## config.mk

```make
export PLATFORM = sky130hd
export DESIGN_NAME = ctrl_pipe_chain
export DESIGN_NICKNAME = d
export VERILOG_FILES = /design/src/rtl/ctrl_pipe_chain.sv
export SDC_FILE = /design/constraint.sdc
export NUM_CORES = 1
export LEC_CHECK = 0
export CORE_MARGIN = 4
export CORE_UTILIZATION = 44
export CTS_BUF_LIST = sky130_fd_sc_hd__clkbuf_4 sky130_fd_sc_hd__clkbuf_8 sky130_fd_sc_hd__clkbuf_16
export CTS_CLUSTER_SIZE = 24
export DETAILED_ROUTE_END_ITERATION = 10
export PLACE_DENSITY_LB_ADDON = 0.12
export SLEW_MARGIN = 5
export SYNTH_ARGS = -nofsm -noshare
export SYNTH_HDL_FRONTEND = slang
export SYNTH_SLANG_ARGS = --single-unit
```

## constraint.sdc

```tcl
create_clock -name clk -period 1.8 [get_ports clk]
set_input_delay 0.36 -clock clk [delete_from_list [all_inputs] [get_ports clk]]
set_output_delay 0.36 -clock clk [all_outputs]
set_load 0.01 [all_outputs]
```

## src/rtl/ctrl_pipe_chain.sv

```systemverilog
// Control-word pipeline from decode through STAGES registers with stall back-propagation,
// bubbles, per-stage flush and exception kill. Define CTRL_PIPE_STATS_EN for stall/flush counters.
module ctrl_pipe_chain #(
  parameter int               WIDTH      = 16,
  parameter int               STAGES     = 3,
  parameter int               KILL_STAGE = 1,
  parameter logic [WIDTH-1:0] KILL_MASK  = 16'h0010
) (
  input  logic                     clk,
  input  logic                     rst,
  input  logic [WIDTH-1:0]         ctrl_in,
  input  logic                     in_valid,
  input  logic [STAGES-1:0]        stall,
  input  logic [STAGES-1:0]        flush,
  input  logic                     exc_kill,
`ifdef CTRL_PIPE_STATS_EN
  input  logic                     stat_clr,
  output logic [31:0]              stall_cnt,
  output logic [31:0]              flush_cnt,
`endif
  output logic [STAGES*WIDTH-1:0]  ctrl_out,
  output logic [STAGES-1:0]        valid_out,
  output logic [STAGES-1:0]        hold_out
);

  logic [STAGES-1:0]             hold_s;
  logic [STAGES-1:0]             upstream_hold_s;
  logic [STAGES-1:0][WIDTH-1:0]  word_r;
  logic [STAGES-1:0][WIDTH-1:0]  word_nxt_s;
  logic [STAGES-1:0][WIDTH-1:0]  pred_word_s;
  logic [STAGES-1:0]             valid_r;
  logic [STAGES-1:0]             valid_nxt_s;
  logic [STAGES-1:0]             pred_valid_s;
  logic [WIDTH-1:0]              in_word_s;

  // Invalid decode slots enter as all-zero words so an empty stage always reads zero.
  assign in_word_s       = in_valid ? ctrl_in : {WIDTH{1'b0}};
  assign pred_word_s     = {word_r[STAGES-2:0], in_word_s};
  assign pred_valid_s    = {valid_r[STAGES-2:0], in_valid};
  assign upstream_hold_s = {hold_s[STAGES-2:0], 1'b0};

  // Effective hold: a stall anywhere downstream freezes every stage upstream of it.
  always_comb begin : hold_chain
    logic acc;
    acc    = 1'b0;
    hold_s = {STAGES{1'b0}};
    for (int i = STAGES - 1; i >= 0; i--) begin
      acc       = acc | stall[i];
      hold_s[i] = acc;
    end
  end

  // Next state per stage: flush, then hold, then bubble behind a held stage, then load.
  always_comb begin
    word_nxt_s  = word_r;
    valid_nxt_s = valid_r;
    for (int i = 0; i < STAGES; i++) begin
      if (flush[i]) begin
        word_nxt_s[i]  = {WIDTH{1'b0}};
        valid_nxt_s[i] = 1'b0;
      end else if (hold_s[i]) begin
        word_nxt_s[i]  = word_r[i];
        valid_nxt_s[i] = valid_r[i];
      end else if (upstream_hold_s[i]) begin
        word_nxt_s[i]  = {WIDTH{1'b0}};
        valid_nxt_s[i] = 1'b0;
      end else if ((i == KILL_STAGE) && pred_valid_s[i] && exc_kill) begin
        // Only the write enables are stripped; the instruction stays valid to reach commit.
        word_nxt_s[i]  = pred_word_s[i] & ~KILL_MASK;
        valid_nxt_s[i] = 1'b1;
      end else begin
        word_nxt_s[i]  = pred_word_s[i];
        valid_nxt_s[i] = pred_valid_s[i];
      end
    end
  end

  // Stage registers.
  always_ff @(posedge clk or posedge rst) begin
    if (rst) begin
      word_r  <= {(STAGES*WIDTH){1'b0}};
      valid_r <= {STAGES{1'b0}};
    end else begin
      word_r  <= word_nxt_s;
      valid_r <= valid_nxt_s;
    end
  end

  assign ctrl_out  = word_r;
  assign valid_out = valid_r;
  assign hold_out  = hold_s;

`ifdef CTRL_PIPE_STATS_EN
  logic [31:0] stall_cnt_r;
  logic [31:0] flush_cnt_r;
  logic        flush_hit_s;

  assign flush_hit_s = |(flush & valid_r);

  // Saturating event counters; stat_clr wins over a same-cycle increment.
  always_ff @(posedge clk or posedge rst) begin
    if (rst) begin
      stall_cnt_r <= 32'd0;
      flush_cnt_r <= 32'd0;
    end else if (stat_clr) begin
      stall_cnt_r <= 32'd0;
      flush_cnt_r <= 32'd0;
    end else begin
      if (hold_s[0] && (stall_cnt_r != 32'hFFFF_FFFF)) begin
        stall_cnt_r <= stall_cnt_r + 32'd1;
      end else begin
        stall_cnt_r <= stall_cnt_r;
      end
      if (flush_hit_s && (flush_cnt_r != 32'hFFFF_FFFF)) begin
        flush_cnt_r <= flush_cnt_r + 32'd1;
      end else begin
        flush_cnt_r <= flush_cnt_r;
      end
    end
  end

  assign stall_cnt = stall_cnt_r;
  assign flush_cnt = flush_cnt_r;
`endif

endmodule

```

==> results of run 1 <==
[where the power goes]
part	internal [W]	switching (W)	total [W]
Combinational	0.000113	0.000101	0.000214
Sequential	0.00115	0.00000961	0.00116
Clock	0.000271	0.000358	0.000629
Total	0.00154	0.000469	0.00201
[worst paths after layout]
kind                                          startpoint                  endpoint
worst min-delay path                                 rst  ctrl_out[41]$_DFFE_PP0P_
min in group clk                ctrl_out[37]$_DFFE_PP0P_  ctrl_out[37]$_DFFE_PP0P_
worst min register to register  ctrl_out[37]$_DFFE_PP0P_  ctrl_out[37]$_DFFE_PP0P_
worst max register to register  valid_out[0]$_DFFE_PP0P_  ctrl_out[20]$_DFFE_PP0P_
worst max-delay path                            stall[1]               hold_out[1]
max in group asynchronous                            rst  ctrl_out[29]$_DFFE_PP0P_
[tightest hold or removal path, cell delays in order]
cell and delay, ns:
clkdlybuf4s50_1 0.41, inv_2 0.07, buf_12 0.25
[state kept, by name (all words and copies together), names as in the netlist]
name and flops:
valid_out 3, ctrl_out 48
[final cells by class]
type / instances / share of cell area, %
tap: 67 / 2.68
timing repair buffer: 88 / 28.1
multi-input combinational: 92 / 25.3
sequential: 51 / 40.8
clock buffer: 5 / 2.20
inverter: 2 / 0.240
clock inverter: 3 / 0.640
[cells in the final DEF, fill, tap and decap left out, types with 2 or more instances in the layout]
master           instances
clkdlybuf4s50_1         76
dfrtp_1                 51
a22o_1                  23
nand2b_1                16
nand3b_1                16
mux2i_1                 16
a22o_2                  10
buf_4                    7
clkbuf_8                 5
dlygate4sd2_1            3
clkinvlp_4               2
buf_12                   2
[per-stage QoR]
| stage | hold WS [ns] | util, % | area (sq um) |
|---|---|---|---|
| final | 0.414 | 65.3 | 3130 |
| after global routing | 0.444 | 65.3 | 3130 |
| after CTS | 0.424 | 65.3 | 3120 |
| after detailed placement | 0.490 | 63.5 | 3040 |
| after global placement | 0.487 | 63.5 | 3040 |
| after floorplan | 0.524 | - | 2190 |
[layer usage]
layer | vias to the layer above | GRT usage (%) | routed length [um]
li1 | 753 | - | -
met1 | 719 | 22.5 | 2300
met2 | 58 | 25.4 | 2240
met3 | 7 | 4.59 | 324
met4 | 0 | 4.90 | 73
met5 | - | 0 | 0
[kinds of logic (layout without fill, tap and decap cells)]
| kind of cell | after synthesis | count (layout) |
|---|---|---|
| multiplexers | 16 | 16 |
| flip-flops | 51 | 51 |
| AND/OR/NAND/NOR | 39 | 39 |
| AO/OA/AOI/OAI | 37 | 37 |
| buffers and inverters | 19 | 98 |
[repair_timing]
item	CTS	global route
gates resized for setup	3	1
gates cloned	0	0
pin swaps	0	0
setup endpoints to repair	20	7
==> metrics.txt, run 1 <==
first-pass GRT wire length=7.99 mm; mean routed wirelength per cell=16.0 um; DP Worst Slack=-0.414 ns; crit share post-route=96.6%; row count=25; slew margin rel.=57.2%; Clock Latency Late Sink=0.30 ns; Worst path slowest cell=clkdlybuf4s50_1; post-CTS setup buffers=0; total CTS buffers=5; Post-synth ARST share=100%; Routed Antenna Nets=0; vias in the first global route=1541; syn avg cell area=13.5 sq um; Ant. Diodes=0; outcome=completed; Final Max Slew Viols=0; CP endpoint kind=primary output; Via-to-Cell Ratio=4.99; Synth Area in Compound Gates=15.3%; 1st-pass router iterations=4; Critical Path Source Type=input pin; number of fill cells=386; Die Y=78.5 um; total negative setup slack=0 ns; Post-synth EDFFs=0; slowest stage delay, CP=0.45 ns; mux cell area share after synthesis=7.32%; placer congestion estimate=0.739; Starting DRT DRC Count=66; fin nets=266; Buf/Inv on CP=2; YS warnings=0; pin count of the biggest net entering global routing=52; xor/xnor cell area share of the yosys netlist=0%; Synth cell types=22; I/O Pins=80; area grow syn2layout=42.9%; Fin. Hold Viols=0; fmax=575 MHz; clock buffer depth=2; top cells by count, synth=dfrtp_1 (51), a22o_1 (23), mux2i_1 (16), nand2b_1 (16), nand3b_1 (16); clk_skew=0.00775 ns; # port buffers=79; Non-Filler Instances=308; ys flop type=dfrtp_1; RSZ-0062 raised after global routing=no; placed insts=300; TritonCTS clock tree=done; required time worst endpoint=1.44 ns; Tmin final=1.74 ns; Max-Cap Viols=0; Post-Synth Adder-Cell Area=0%; kind of critical path=input pin to primary output; Yosys reg bits=51; synthesized cell area=2190 sq um; simple-gate share of the synthesized area=13.2%; Pwr Total=0.00201 W; top cell type by total area after synthesis=dfrtp_1; worst-path cell chain=clkdlybuf4s50_1, or2_2, dlygate4sd2_1; total track usage=16.4%; count leader, synth=dfrtp_1; worst r2r path cells=2; multi-input logic area=791 sq um; H-tree level count=2; register area share after synthesis=58.3%; FF+latch area=1280 sq um; crit path DAT=1.38 ns; Syn Nets=188; largest family of logic cells by synthesized area=compound AO/OA/AOI/OAI gates; initial antenna violation count=0; Setup violations, final=0; CP Max Fanout=3; Die Wd=78.5 um; root buffer cell=clkbuf_8; Hold Crit Class=input pin to asynchronous set/reset pin; Critical Path Stages=3; Die ar.=6170 sq um; share of post-route cells with drive strength above 1=13.7%; setup ws final=0.0614 ns; via total after detailed routing=1537; R2R Setup Slk=0.96 ns; Routed WL=4.93 mm; Peak VDD IR=0.347 mV; Static Leak=1.32 nW; Core Box Area=4790 sq um; top area cells in the synthesized netlist=dfrtp_1 (58%), a22o_1 (9.2%), mux2i_1 (7.3%), nand3b_1 (5.5%), a22o_2 (4.6%); remaining global-route overflow=0; Starting Density=45.7%; hpwl dp=3.78 mm; Worst-Margin Slew=0.640 ns; Mapped Cells=162; Worst path top cell family by delay=buffers and inverters; post-synth top area share=58.3%; Sink Count=51; hold_buf cts=0; Reg clk slew, reported paths=0.09 ns; power per cell area=642 nW/um^2; DRC viols=0
Power figures use the tool's default switching activity.
==> inputs of run 2 (changes only) <==
SLEW_MARGIN = 20   (was 5)
TNS_END_PERCENT = 10   (was default)
==> results of run 2 <==
No change in the layout: final DEF, timing and power equal those of run 1.
